<file path="src/rtl/ecc_scrubber.sv">
// rtl/ecc_scrubber.sv - background SECDED memory scrubber sequencing an external decoder/encoder
module ecc_scrubber #(
    parameter int K        = 8,
    parameter int CW       = 13,
    parameter int AW       = 8,
    parameter int DEPTH    = 256,
    parameter int INTERVAL = 1024,
    parameter int CNTW     = 16
) (
    input  logic            clk_i,
    input  logic            rst_ni,
    input  logic            en_i,
    input  logic            clr_i,
    output logic            mem_req_o,
    output logic            mem_we_o,
    output logic [AW-1:0]   mem_adr_o,
    output logic [CW-1:0]   mem_d_o,
    input  logic [CW-1:0]   mem_q_i,
    input  logic            mem_ack_i,
    output logic [CW-1:0]   dec_d_o,
    input  logic [K-1:0]    dec_q_i,
    input  logic            dec_sb_err_i,
    input  logic            dec_db_err_i,
    output logic [K-1:0]    enc_d_o,
    input  logic [CW-1:0]   enc_q_i,
    output logic            busy_o,
    output logic            done_o,
    output logic            db_err_o,
    output logic [AW-1:0]   db_adr_o,
    output logic [CNTW-1:0] sb_cnt_o,
    output logic [CNTW-1:0] db_cnt_o
);

    // Wait counter must hold INTERVAL; keep at least one bit for the back-to-back case.
    localparam int              WW        = (INTERVAL > 0) ? $clog2(INTERVAL + 1) : 1;
    localparam logic [WW-1:0]   WAIT_LOAD = WW'(INTERVAL);
    localparam logic [AW-1:0]   LAST_ADR  = AW'(DEPTH - 1);
    localparam logic [CNTW-1:0] CNT_MAX   = '1;

    typedef enum logic [2:0] {
        S_IDLE,
        S_WAIT,
        S_READ,
        S_CHECK,
        S_WRITE,
        S_NEXT
    } state_t;

    state_t          state_q;
    state_t          state_d;
    logic [WW-1:0]   wait_cnt_q;
    logic [AW-1:0]   adr_q;
    logic [AW-1:0]   mem_adr_q;
    logic [CW-1:0]   rdata_q;
    logic [CW-1:0]   wdata_q;
    logic [AW-1:0]   db_adr_q;
    logic [CNTW-1:0] sb_cnt_q;
    logic [CNTW-1:0] db_cnt_q;

    // The decoder always looks at the captured read word; the encoder re-encodes the corrected bits.
    assign dec_d_o   = rdata_q;
    assign enc_d_o   = dec_q_i;
    assign mem_adr_o = mem_adr_q;
    assign mem_d_o   = wdata_q;
    assign db_adr_o  = db_adr_q;
    assign sb_cnt_o  = sb_cnt_q;
    assign db_cnt_o  = db_cnt_q;

    // State register.
    always_ff @(posedge clk_i) begin
        if (!rst_ni) begin
            state_q <= S_IDLE;
        end else begin
            state_q <= state_d;
        end
    end

    // Next-state logic; en_i is honoured in IDLE and NEXT, and aborts only a pending WAIT.
    always_comb begin
        state_d = state_q;
        case (state_q)
            S_IDLE: begin
                if (en_i) begin
                    state_d = S_WAIT;
                end
            end
            S_WAIT: begin
                if (!en_i) begin
                    state_d = S_IDLE;
                end else if (wait_cnt_q == '0) begin
                    state_d = S_READ;
                end
            end
            S_READ: begin
                if (mem_ack_i) begin
                    state_d = S_CHECK;
                end
            end
            S_CHECK: begin
                if (dec_db_err_i) begin
                    state_d = S_NEXT;
                end else if (dec_sb_err_i) begin
                    state_d = S_WRITE;
                end else begin
                    state_d = S_NEXT;
                end
            end
            S_WRITE: begin
                if (mem_ack_i) begin
                    state_d = S_NEXT;
                end
            end
            S_NEXT: begin
                state_d = en_i ? S_WAIT : S_IDLE;
            end
            default: begin
                state_d = S_IDLE;
            end
        endcase
    end

    // Status and memory-strobe outputs decoded from the current state.
    always_comb begin
        mem_req_o = 1'b0;
        mem_we_o  = 1'b0;
        busy_o    = (state_q != S_IDLE);
        done_o    = 1'b0;
        db_err_o  = 1'b0;
        case (state_q)
            S_READ: begin
                mem_req_o = 1'b1;
            end
            S_WRITE: begin
                mem_req_o = 1'b1;
                mem_we_o  = 1'b1;
            end
            S_CHECK: begin
                db_err_o = dec_db_err_i;
            end
            S_NEXT: begin
                done_o = (adr_q == LAST_ADR);
            end
            default: begin
                mem_req_o = 1'b0;
            end
        endcase
    end

    // Inter-word idle counter: reloaded whenever WAIT can be entered, counted down inside WAIT.
    always_ff @(posedge clk_i) begin
        if (!rst_ni) begin
            wait_cnt_q <= '0;
        end else if (state_q == S_IDLE || state_q == S_NEXT) begin
            wait_cnt_q <= WAIT_LOAD;
        end else if (state_q == S_WAIT && wait_cnt_q != '0) begin
            wait_cnt_q <= wait_cnt_q - WW'(1);
        end
    end

    // Scrub pointer, wrapping after the last word; kept across IDLE so a pass resumes where it stopped.
    always_ff @(posedge clk_i) begin
        if (!rst_ni) begin
            adr_q <= '0;
        end else if (state_q == S_NEXT) begin
            adr_q <= (adr_q == LAST_ADR) ? '0 : adr_q + AW'(1);
        end
    end

    // Memory address is latched when a read is launched, so it holds while idle or checking.
    always_ff @(posedge clk_i) begin
        if (!rst_ni) begin
            mem_adr_q <= '0;
        end else if (state_q == S_WAIT && state_d == S_READ) begin
            mem_adr_q <= adr_q;
        end
    end

    // Read capture; acks outside READ never touch the register.
    always_ff @(posedge clk_i) begin
        if (!rst_ni) begin
            rdata_q <= '0;
        end else if (state_q == S_READ && mem_ack_i) begin
            rdata_q <= mem_q_i;
        end
    end

    // Write-back word: the re-encoded corrected data, taken only when a correction is needed.
    always_ff @(posedge clk_i) begin
        if (!rst_ni) begin
            wdata_q <= '0;
        end else if (state_q == S_CHECK && !dec_db_err_i && dec_sb_err_i) begin
            wdata_q <= enc_q_i;
        end
    end

    // Error log: saturating counters and last uncorrectable address; clear beats a same-cycle increment.
    always_ff @(posedge clk_i) begin
        if (!rst_ni) begin
            sb_cnt_q <= '0;
            db_cnt_q <= '0;
            db_adr_q <= '0;
        end else if (clr_i) begin
            sb_cnt_q <= '0;
            db_cnt_q <= '0;
            db_adr_q <= '0;
        end else if (state_q == S_CHECK) begin
            if (dec_db_err_i) begin
                db_adr_q <= adr_q;
                if (db_cnt_q != CNT_MAX) begin
                    db_cnt_q <= db_cnt_q + CNTW'(1);
                end
            end else if (dec_sb_err_i) begin
                if (sb_cnt_q != CNT_MAX) begin
                    sb_cnt_q <= sb_cnt_q + CNTW'(1);
                end
            end
        end
    end

endmodule

</file>
<file path="config.mk">
export PLATFORM = sky130hd
export DESIGN_NAME = ecc_scrubber
export DESIGN_NICKNAME = d
export VERILOG_FILES = /design/src/rtl/ecc_scrubber.sv
export SDC_FILE = /design/constraint.sdc
export NUM_CORES = 1
export LEC_CHECK = 0
export CORE_MARGIN = 2
export CORE_UTILIZATION = 40
export CTS_BUF_LIST = sky130_fd_sc_hd__clkbuf_8 sky130_fd_sc_hd__clkbuf_16
export DETAILED_ROUTE_END_ITERATION = 16
export PLACE_DENSITY = 0.82
export SYNTH_ARGS = -nofsm -noshare
export SYNTH_HDL_FRONTEND = slang
export SYNTH_SLANG_ARGS = --single-unit
export TNS_END_PERCENT = 50
</file>
<file path="constraint.sdc">
create_clock -name clk_i -period 2 [get_ports clk_i]
set_input_delay 0.3 -clock clk_i [delete_from_list [all_inputs] [get_ports clk_i]]
set_output_delay 0.3 -clock clk_i [all_outputs]
set_load 0.03 [all_outputs]
</file>
==> results of run 1 <==
## flip-flops by register name, summed over array words and instances (netlist names)
register and flops:
dec_d_o 13, mem_d_o 13, adr_q 8, db_adr_o 8
db_cnt_o 16, wait_cnt_q 11, state_q 3, mem_adr_o 8
sb_cnt_o 16
## kinds of logic (layout without fill, tap and decap cells)
group                    after synthesis  count (layout)  share of synthesized area
buffers and inverters                 48             184                     0.0501
XOR/XNOR                               8               8                     0.0160
multiplexers                           8               8                     0.0183
adder cells (fa/ha/maj)                4               4                     0.0114
flip-flops                            96              96                      0.439
AND/OR/NAND/NOR                      239             239                      0.280
AO/OA/AOI/OAI                        134             134                      0.185
## tightest hold or removal path, cell delays in order, from the launching register on
cell	delay, ns
dfxtp_1	0.32
nand2_1	0.05
a21oi_1	0.05
## cell usage after synthesis (all sizes together), types with 5 or more instances
cell type | instances | area [sq um]
or3 | 12 | 75.1
or2 | 11 | 68.8
clkbuf | 26 | 97.6
inv | 6 | 22.5
nor4 | 5 | 37.5
o41ai | 5 | 43.8
nor3 | 5 | 25.0
and3 | 5 | 31.3
nand2b | 6 | 37.5
o31ai | 19 | 143
or4 | 19 | 146
buf | 15 | 95.1
nand3 | 18 | 90.1
nand4 | 22 | 138
dfxtp | 96 | 1920
o21ai | 17 | 85.1
nor2 | 20 | 75.1
mux2i | 8 | 80.1
a21oi | 73 | 365
nand2 | 101 | 379
## per-stage QoR
step	TNS, ns	worst slack (ns)	total power [uW]	instances
4_1_cts	-0.00559	-0.00559	3620	807
5_1_grt	-0.0383	-0.0230	3750	813
3_5_place_dp	-5.57	-0.337	2300	791
2_1_floorplan	-0.0536	-0.0536	2180	537
6_report	0	0.0301	3620	813
3_3_place_gp	-4.39	-0.313	2290	791
## routing by layer
layer | GRT usage | vias up | share of wire | routed length, um
met5 | 0 | - | 0 | 0
li1 | - | 2199 | - | -
met2 | 0.340 | 100 | 0.50 | 5980
met1 | 0.241 | 2141 | 0.44 | 5230
met3 | 0.0283 | 21 | 0.041 | 492
met4 | 0.0742 | 0 | 0.017 | 206
## power breakdown
part	switching [uW]	internal, uW	total [uW]
clock network	681	645	1330
logic	195	172	367
registers	9.06	1920	1930
## how the worst max path moves through the flow
stage	end	slack, ns	depth (start not counted)
after floorplan	sb_cnt_o[12]	-0.05	6
after global placement	sb_cnt_o[11]	-0.31	5
after detailed placement	sb_cnt_o[11]	-0.34	5
after CTS	db_err_o	-0.006	6
after global routing	wait_cnt_q[9]	-0.02	5
final	wait_cnt_q[9]	0.03	5
## layout by cell type (no fill, tap or decap), types with 3 or more instances in the layout
cell,count
a2111o_1,3
a21oi_1,73
and3_1,5
buf_4,47
buf_6,3
clkbuf_8,11
clkdlybuf4s50_1,105
dfxtp_1,86
dfxtp_2,10
ha_1,4
inv_1,6
mux2i_1,8
nand2_1,101
nand2b_1,5
nand3_1,18
nand4_1,22
nor2_1,19
nor3_1,5
nor4_1,3
o21ai_0,16
o311ai_0,4
o31ai_1,15
o31ai_2,4
o41ai_1,5
or2_2,10
or3_1,11
or4_1,14
or4_4,5
xnor2_1,4
xor2_1,4
## layout make-up
class / instances / share of cell area
Clock buffer: 11 / 0.0246
Clock inverter: 5 / 0.00896
Inverter: 7 / 0.00427
Multi-Input combinational cell: 393 / 0.375
Sequential cell: 96 / 0.315
Tap cell: 140 / 0.0285
Timing Repair Buffer: 161 / 0.244
## what timing repair did
action,CTS,global route
pin swaps,2,3
endpoints found under the hold margin,0,0
buffers inserted,0,4
setup endpoints to repair,7,24
cloned,0,2
gates resized for setup,10,22
==> results.txt, run 1 <==
Status - finished clean
DR vias - 4,461
Core Rows - 38
DIE AREA - 11,800 sq um
Placed cell area - 5820 sq um
Slew HR - 0.711
Final Hold Vio Count - 0
Seq cells post-synth - 96
Worst min-delay path class - register to register
R2R Setup Slk - 0.03 ns
Ports - 128
Critical-path top delay cell - or4_4
Crit-path cells - or4_4 -> buf_4 -> or3_1 -> or4_1 -> a21oi_1
Vias per cell - 5.49
Clock transition at the registers of the reported paths - 0.09 ns
Detailed Route WL - 11,900 um
Period utilization - 0.985
Synthesized Nets - 582
Cts hold-fix bufs - 0
Seq/Total Area, Yosys - 0.439
Clock root cell - clkbuf_8
Clk_lat worst skew - 0.37 ns
Number of buffers and inverters on the critical path - 1
Power per cell area - 590 nW/um^2
Final Max Slew Viols - 0
Fill count - 968
Starting Density - 0.407
Reg-to-Reg Start - wait_cnt_q[3]
Leakage - 0.00206 uW
Synth-to-layout area growth - 40.6%
Grt ovf - 0
Global Route Usage Sum - 0.194
Initial antenna violation count - 0
Critical path type - register to register
Crit path from - wait_cnt_q[3]
First-iteration detailed-routing DRC count - 288
Share of layout cells above drive strength 1 - 0.158
Global-route wire length before repair - 18,800 um
TritonRoute pass-1 iters - 5
Synthesized area - 4370 sq um
Sink of the worst hold path - mem_d_o[12]
Largest net degree at the start of global routing - 38
Max H-tree Level - 3
Hold WS - 0.456 ns
IR drop worst, VDD - 333 uV
Register area - 1930 sq um
Hold path cells - 2
Critical-path maximum fanout - 5
Ys async rst share - 0
Die Y-Extent - 109 um
Synth warn - 0
Drt drc - 0
I/O Buffers - 111
Critical path capture point type - register
Routed Antenna Nets - 0
Clock Path Buffers - 2
Core Area - 10,700 sq um
Syn Inst Count - 537
Required time worst endpoint - 2.30 ns
Final setup fails - 0
Clk_skew - 0.0122 ns
Final GP Congestion - 0.833
Nets@finish - 713
Main synth FF type - dfxtp_1
F_max - 508 MHz
CTS tree - yes
RSZ-0062 raised after global routing - yes
Worst hold start - mem_d_o[12]
Post-synthesis cell type count - 53
Crit path time final - 1.97 ns
Footprint of the multi-input gates - 2300 sq um
Final core occ - 0.572
R2r worst-path depth - 5
Final HPWL DP - 8550 um
Mean Syn Cell Area - 8.14 sq um
# diodes - 0
CTS Buf Count - 9
Post-synth EDFFs - 0
RR Endpoint - wait_cnt_q[9]
CP startpoint kind - register
Worst path top cell family by delay - simple AND/OR/NAND/NOR gates
Post-route cell area - 6150 sq um
Width of the die - 109 um
Max cap viols - 0
Slowest Stage Delay on Critical Path - 0.53 ns
Measured slew at the worst slew-check pin - 0.432 ns
Critical path arrival - 2.27 ns
Vias in the first global route - 4,153
Sink Count - 96
Routed WL per cell - 14.6 um
Note: power is estimated with default switching activity, not from simulation.
==> run 2, diff against run 1 <==
--- a/config.mk
+++ b/config.mk
@@ -9,7 +9,7 @@
 export CORE_UTILIZATION = 40
 export CTS_BUF_LIST = sky130_fd_sc_hd__clkbuf_8 sky130_fd_sc_hd__clkbuf_16
 export DETAILED_ROUTE_END_ITERATION = 16
-export PLACE_DENSITY = 0.82
+export PLACE_DENSITY = 0.78
 export SYNTH_ARGS = -nofsm -noshare
 export SYNTH_HDL_FRONTEND = slang
 export SYNTH_SLANG_ARGS = --single-unit
==> results.txt, run 2 (synthesized netlist as in run 1, its figures left out) <==
Max cap viols - 0 (unchanged)
Routed WL per cell - 14.7 um (+0.48%)
PnR worst setup slack - 0.0204 ns (-0.00964 ns)
Status - finished clean
Vias per cell - 5.48 (about the same)
Largest net degree at the start of global routing - 30 (-21%)
Fill count - 1,005 (+3.8%)
Clk_skew - 0.0141 ns (+0.00189 ns)
Synth-to-layout area growth - 40.4%
Seq pwr share - 0.555 (+0.022)
Hold WS - 0.459 ns (+0.00367 ns)
Total power - 3480 uW (-4.1%)
Final setup fails - 0 (unchanged)
DIE AREA - 11,800 sq um (unchanged)
P_int - 2610 uW (-4.8%)
Worst min-delay path class - register to register
Routed Antenna Nets - 0 (unchanged)
Width of the die - 109 um (unchanged)
Critical-path maximum fanout - 6 (+1)
Vias in the first global route - 4,196 (+1.0%)
Clock transition at the registers of the reported paths - 0.10 ns (about the same)
IR drop worst, VDD - 309 uV (-7.1%)
RSZ-0062 raised after global routing - yes
Core Area - 10,700 sq um (unchanged)
Final HPWL DP - 8650 um (+1.2%)
Max H-tree Level - 3 (unchanged)
Commonest non-fill, non-tap cell in the layout - clkdlybuf4s50_1
Register area - 1940 sq um (+0.19%)
Ports - 128 (unchanged)
Post-Layout Cell Count - 813 (unchanged)
Clock root cell - clkbuf_8
Pre-CTS setup slack - -0.361 ns (-0.0240 ns)
Final Hold Vio Count - 0 (unchanged)
Global Route Usage Sum - 0.197 (+0.00215)
Post-CTS setup buffer count - 0 (unchanged)
CTS Buf Count - 9 (unchanged)
Clk_lat worst skew - 0.36 ns (about the same)
Required time worst endpoint - 2.24 ns (-0.06 ns)
Grt ovf - 0 (unchanged)
Die Y-Extent - 109 um (unchanged)
TritonRoute pass-1 iters - 5 (unchanged)
Critical path arrival - 2.22 ns (-0.05 ns)
F_max - 505 MHz (-0.49%)
DR vias - 4,458 (-0.067%)
Post-route cell area - 6140 sq um (-0.10%)
CTS tree - yes
Wire length on met1 - 5270 um (+0.71%)
Placed cell area - 5870 sq um (+0.77%)
Measured slew at the worst slew-check pin - 0.450 ns (+0.0178 ns)
Cts hold-fix bufs - 0 (unchanged)
Logic pwr share - 0.103 (+0.002)
CP startpoint kind - primary input
Power per cell area - 566 nW/um^2 (-4.0%)
Placed Cells - 797 (+0.76%)
Critical path capture point type - register
Crit path time final - 1.98 ns (+0.00964 ns)
Sink Count - 96 (unchanged)
I/O Buffers - 111 (unchanged)
First-iteration detailed-routing DRC count - 296 (+2.8%)
Leakage - 0.00205 uW (-0.71%)
Period utilization - 0.990 (+0.00482)
Met3 wire len - 549 um (+12%)
Footprint of the multi-input gates - 2310 sq um (about the same)
Clk network pwr share - 0.342 (-0.024)
Drt drc - 0 (unchanged)
Global-route wire length before repair - 18,900 um (+0.66%)
Top Metal Used - met4
Slew HR - 0.699 (-0.0117)
Clock Path Buffers - 2 (unchanged)
Sw power - 869 uW (-1.9%)
Most frequent cells in the layout - clkdlybuf4s50_1, nand2_1, dfxtp_1, a21oi_1, buf_4
Final Max Slew Viols - 0 (unchanged)
Critical path type - primary input to register
Detailed Route WL - 12,000 um (+0.48%)
Nets@finish - 713 (unchanged)
Met2 WL - 5990 um (+0.10%)
Core Rows - 38 (unchanged)
Final GP Congestion - 0.871 (+4.6%)
Switching Fraction - 0.250 (+0.00566)
Initial antenna violation count - 0 (unchanged)
# diodes - 0 (unchanged)
Share of layout cells above drive strength 1 - 0.158 (unchanged)
Starting Density - 0.407 (unchanged)
==> run 2: cell types whose count changed in the layout (fill, tap and decap cells not counted), sizes merged <==
cell	previous run	this run
dlymetal6s2s	1	0
bufinv	1	0
clkbuf	12	11
clkinvlp	1	2
dlygate4sd2	0	2
inv	8	7
clkdlybuf4s50	105	106
clkdlybuf4s15	2	1
clkinv	2	3
==> run 2: worst max-delay path, cell delays in order <==
cell and delay (ns):
clkdlybuf4s50_1 0.46, nand2b_1 0.26, or4_4 0.55, buf_4 0.17
o311ai_0 0.34, o41ai_1 0.15
==> run 2: path summary, 6_finish.rpt <==
check,slack [ns],endpoint,depth (start not counted),start
max,0.02,sb_cnt_o[14],6,dec_db_err_i
min,0.46,mem_d_o[0],2,mem_d_o[0]
max reg2reg,0.03,sb_cnt_o[14],5,state_q[2]
min reg2reg,0.46,mem_d_o[0],2,mem_d_o[0]
==> run 2: repair_timing <==
action / CTS / global route
cloned: 0 / 0
endpoints found under the setup margin: 6 / 25
gates resized for setup: 7 / 21
pin swaps: 1 / 2
==> run 2: area by class of cell <==
type | instances | area share
Clock buffer | 11 | 0.0247
Clock inverter | 5 | 0.00530
Inverter | 7 | 0.00428
Multi-Input combinational cell | 393 | 0.376
Sequential cell | 96 | 0.316
Tap cell | 140 | 0.0285
Timing Repair Buffer | 161 | 0.246
==> run 2: per-layer routing <==
metal,global-route usage,vias to the layer above
li1,-,2204
met1,0.244,2122
met2,0.334,117
met3,0.0512,15
met4,0.0586,0
met5,0,-
==> run 2: power groups by stage <==
stage	registers, uW	clock network, uW	logic (uW)
after global placement	1970	0	315
after CTS	1930	1220	329
after floorplan	1980	0	198
after global routing	1930	1300	387
after detailed placement	1980	0	324
final	1930	1190	358
==> run 2: through the flow <==
step,setup TNS [ns],util
final,0,0.571
after global routing,-0.0717,0.571
after CTS,0,0.564
after detailed placement,-6.51,0.546
after global placement,-4.86,0.546
after floorplan,-0.0536,-
==> run 3, diff against run 2 <==
--- a/config.mk
+++ b/config.mk
@@ -5,11 +5,11 @@
 export SDC_FILE = /design/constraint.sdc
 export NUM_CORES = 1
 export LEC_CHECK = 0
-export CORE_MARGIN = 2
 export CORE_UTILIZATION = 40
 export CTS_BUF_LIST = sky130_fd_sc_hd__clkbuf_8 sky130_fd_sc_hd__clkbuf_16
 export DETAILED_ROUTE_END_ITERATION = 16
 export PLACE_DENSITY = 0.78
+export REMOVE_ABC_BUFFERS = 1
 export SYNTH_ARGS = -nofsm -noshare
 export SYNTH_HDL_FRONTEND = slang
 export SYNTH_SLANG_ARGS = --single-unit
==> results.txt, run 3 (synthesized netlist as in run 1, its figures left out) <==
Status - finished clean
I/O Buffers - 111 (unchanged)
RSZ-0062 raised after global routing - yes
Period utilization - 0.982 (-0.00817)
Nets@finish - 713 (unchanged)
Width of the die - 107 um (-1.8%)
Vias in the first global route - 4,195 (-0.024%)
Global Route Usage Sum - 0.214 (+0.0174)
CTS Buf Count - 9 (unchanged)
TritonRoute pass-1 iters - 5 (unchanged)
Footprint of the multi-input gates - 2280 sq um (-1.2%)
Fill count - 982 (-2.3%)
Final Max Slew Viols - 0 (unchanged)
First-iteration detailed-routing DRC count - 223 (-25%)
Worst min-delay path class - register to register
Max H-tree Level - 3 (unchanged)
Critical path capture point type - register
CTS tree - yes
Core Area - 10,500 sq um (-2.6%)
Measured slew at the worst slew-check pin - 0.430 ns (-0.0200 ns)
Register area - 1930 sq um (-0.32%)
Clk_skew - 0.0102 ns (-0.00391 ns)
Pre-CTS setup slack - -0.408 ns (-0.0467 ns)
Required time worst endpoint - 2.26 ns (+0.02 ns)
Clk_lat worst skew - 0.37 ns (about the same)
DR vias - 4,522 (+1.4%)
Critical path arrival - 2.22 ns (about the same)
Final setup fails - 0 (unchanged)
Most frequent cells in the layout - clkdlybuf4s50_1, nand2_1, dfxtp_1, a21oi_1, buf_4
Total power - 3620 uW (+4.2%)
Critical-path maximum fanout - 6 (unchanged)
Synth-to-layout area growth - 39.7%
Starting Density - 0.418 (+0.0110)
Drt drc - 0 (unchanged)
DIE AREA - 11,400 sq um (-3.7%)
Detailed Route WL - 12,000 um (-0.11%)
Sink Count - 96 (unchanged)
Vias per cell - 5.60 (+2.1%)
Max cap viols - 0 (unchanged)
Initial antenna violation count - 0 (unchanged)
CP startpoint kind - register
Clock transition at the registers of the reported paths - 0.09 ns (about the same)
Die Y-Extent - 107 um (-1.8%)
IR drop worst, VDD - 317 uV (+2.3%)
Core Rows - 37 (-2.6%)
Largest net degree at the start of global routing - 27 (-10%)
Clock Path Buffers - 2 (unchanged)
Final HPWL DP - 8820 um (+1.9%)
Share of layout cells above drive strength 1 - 0.137 (-0.0206)
Final Hold Vio Count - 0 (unchanged)
Critical path type - register to register
Routed WL per cell - 14.8 um (+0.51%)
Final core occ - 0.584 (+0.0126)
Power per cell area - 592 nW/um^2 (+4.7%)
Commonest non-fill, non-tap cell in the layout - clkdlybuf4s50_1
Post-CTS setup buffer count - 0 (unchanged)
F_max - 509 MHz (+0.83%)
Final GP Congestion - 0.834 (-4.2%)
Leakage - 0.00206 uW (+0.50%)
Clock root cell - clkbuf_8
Crit path time final - 1.96 ns (-0.0163 ns)
PnR worst setup slack - 0.0368 ns (+0.0163 ns)
Ports - 128 (unchanged)
Setup Total Neg Slack - 0 ns (unchanged)
# diodes - 0 (unchanged)
Routed Antenna Nets - 0 (unchanged)
Global-route wire length before repair - 19,500 um (+3.3%)
Slew HR - 0.706 (+0.00683)
Grt ovf - 0 (unchanged)
## run 3: cell count changes in the layout (fill, tap and decap cells not counted), sizes merged
cell,previous run,this run
clkbuf,11,9
clkinvlp,2,1
bufinv,0,2
inv,7,9
clkinv,3,1
## run 3: worst paths after layout
path / start / endpoint / slack, ns / cells after the start
worst max-delay path: wait_cnt_q[3] / mem_adr_o[7] / 0.04 / 5
worst max register to register: wait_cnt_q[3] / mem_adr_o[7] / 0.04 / 5
worst min-delay path: dec_d_o[4] / dec_d_o[4] / 0.45 / 2
worst min register to register: dec_d_o[4] / dec_d_o[4] / 0.45 / 2
## run 3: where the power goes
group	switching, uW	internal, uW
Clock	649	685
Sequential	9.70	1920
Combinational	184	172
## run 3: final cells by class
cell class,instances,share of cell area
inverter,7,0.00430
timing repair buffer,161,0.246
multi-input combinational,393,0.373
sequential,96,0.316
clock inverter,6,0.0129
tap,136,0.0278
clock buffer,9,0.0203
## run 3: timing repair
item | in CTS | in global routing
setup endpoints to repair | 11 | 20
cloned | 0 | 1
hold buffers | 0 | 0
resized for setup | 9 | 17
pin swaps | 0 | 3
endpoints found under the hold margin | 0 | 0
## run 3: worst max-delay path, stage by stage, from the launching register on
cell and delay (ns):
dfxtp_2 0.33, or4_4 0.54, or4_4 0.46, buf_6 0.16
o31ai_1 0.28, a21oi_2 0.09
## run 3: per-stage QoR
| stage | instances | instance area [sq um] | hold WS [ns] |
|---|---|---|---|
| 6_report | 808 | 6110 | 0.453 |
| 5_1_grt | 808 | 6110 | 0.467 |
| 4_1_cts | 808 | 6060 | 0.455 |
| 3_5_place_dp | 793 | 5850 | 0.447 |
| 3_3_place_gp | 793 | 5850 | 0.442 |
| 2_1_floorplan | 496 | 4180 | 0.422 |
## run 3: routing by layer
metal  vias up  GRT usage  wire length, um
met5         -          0                0
met2       131      0.371             6100
met4         0      0.102              281
met3        20     0.0349              561
li1       2209          -                -
met1      2162      0.257             5010
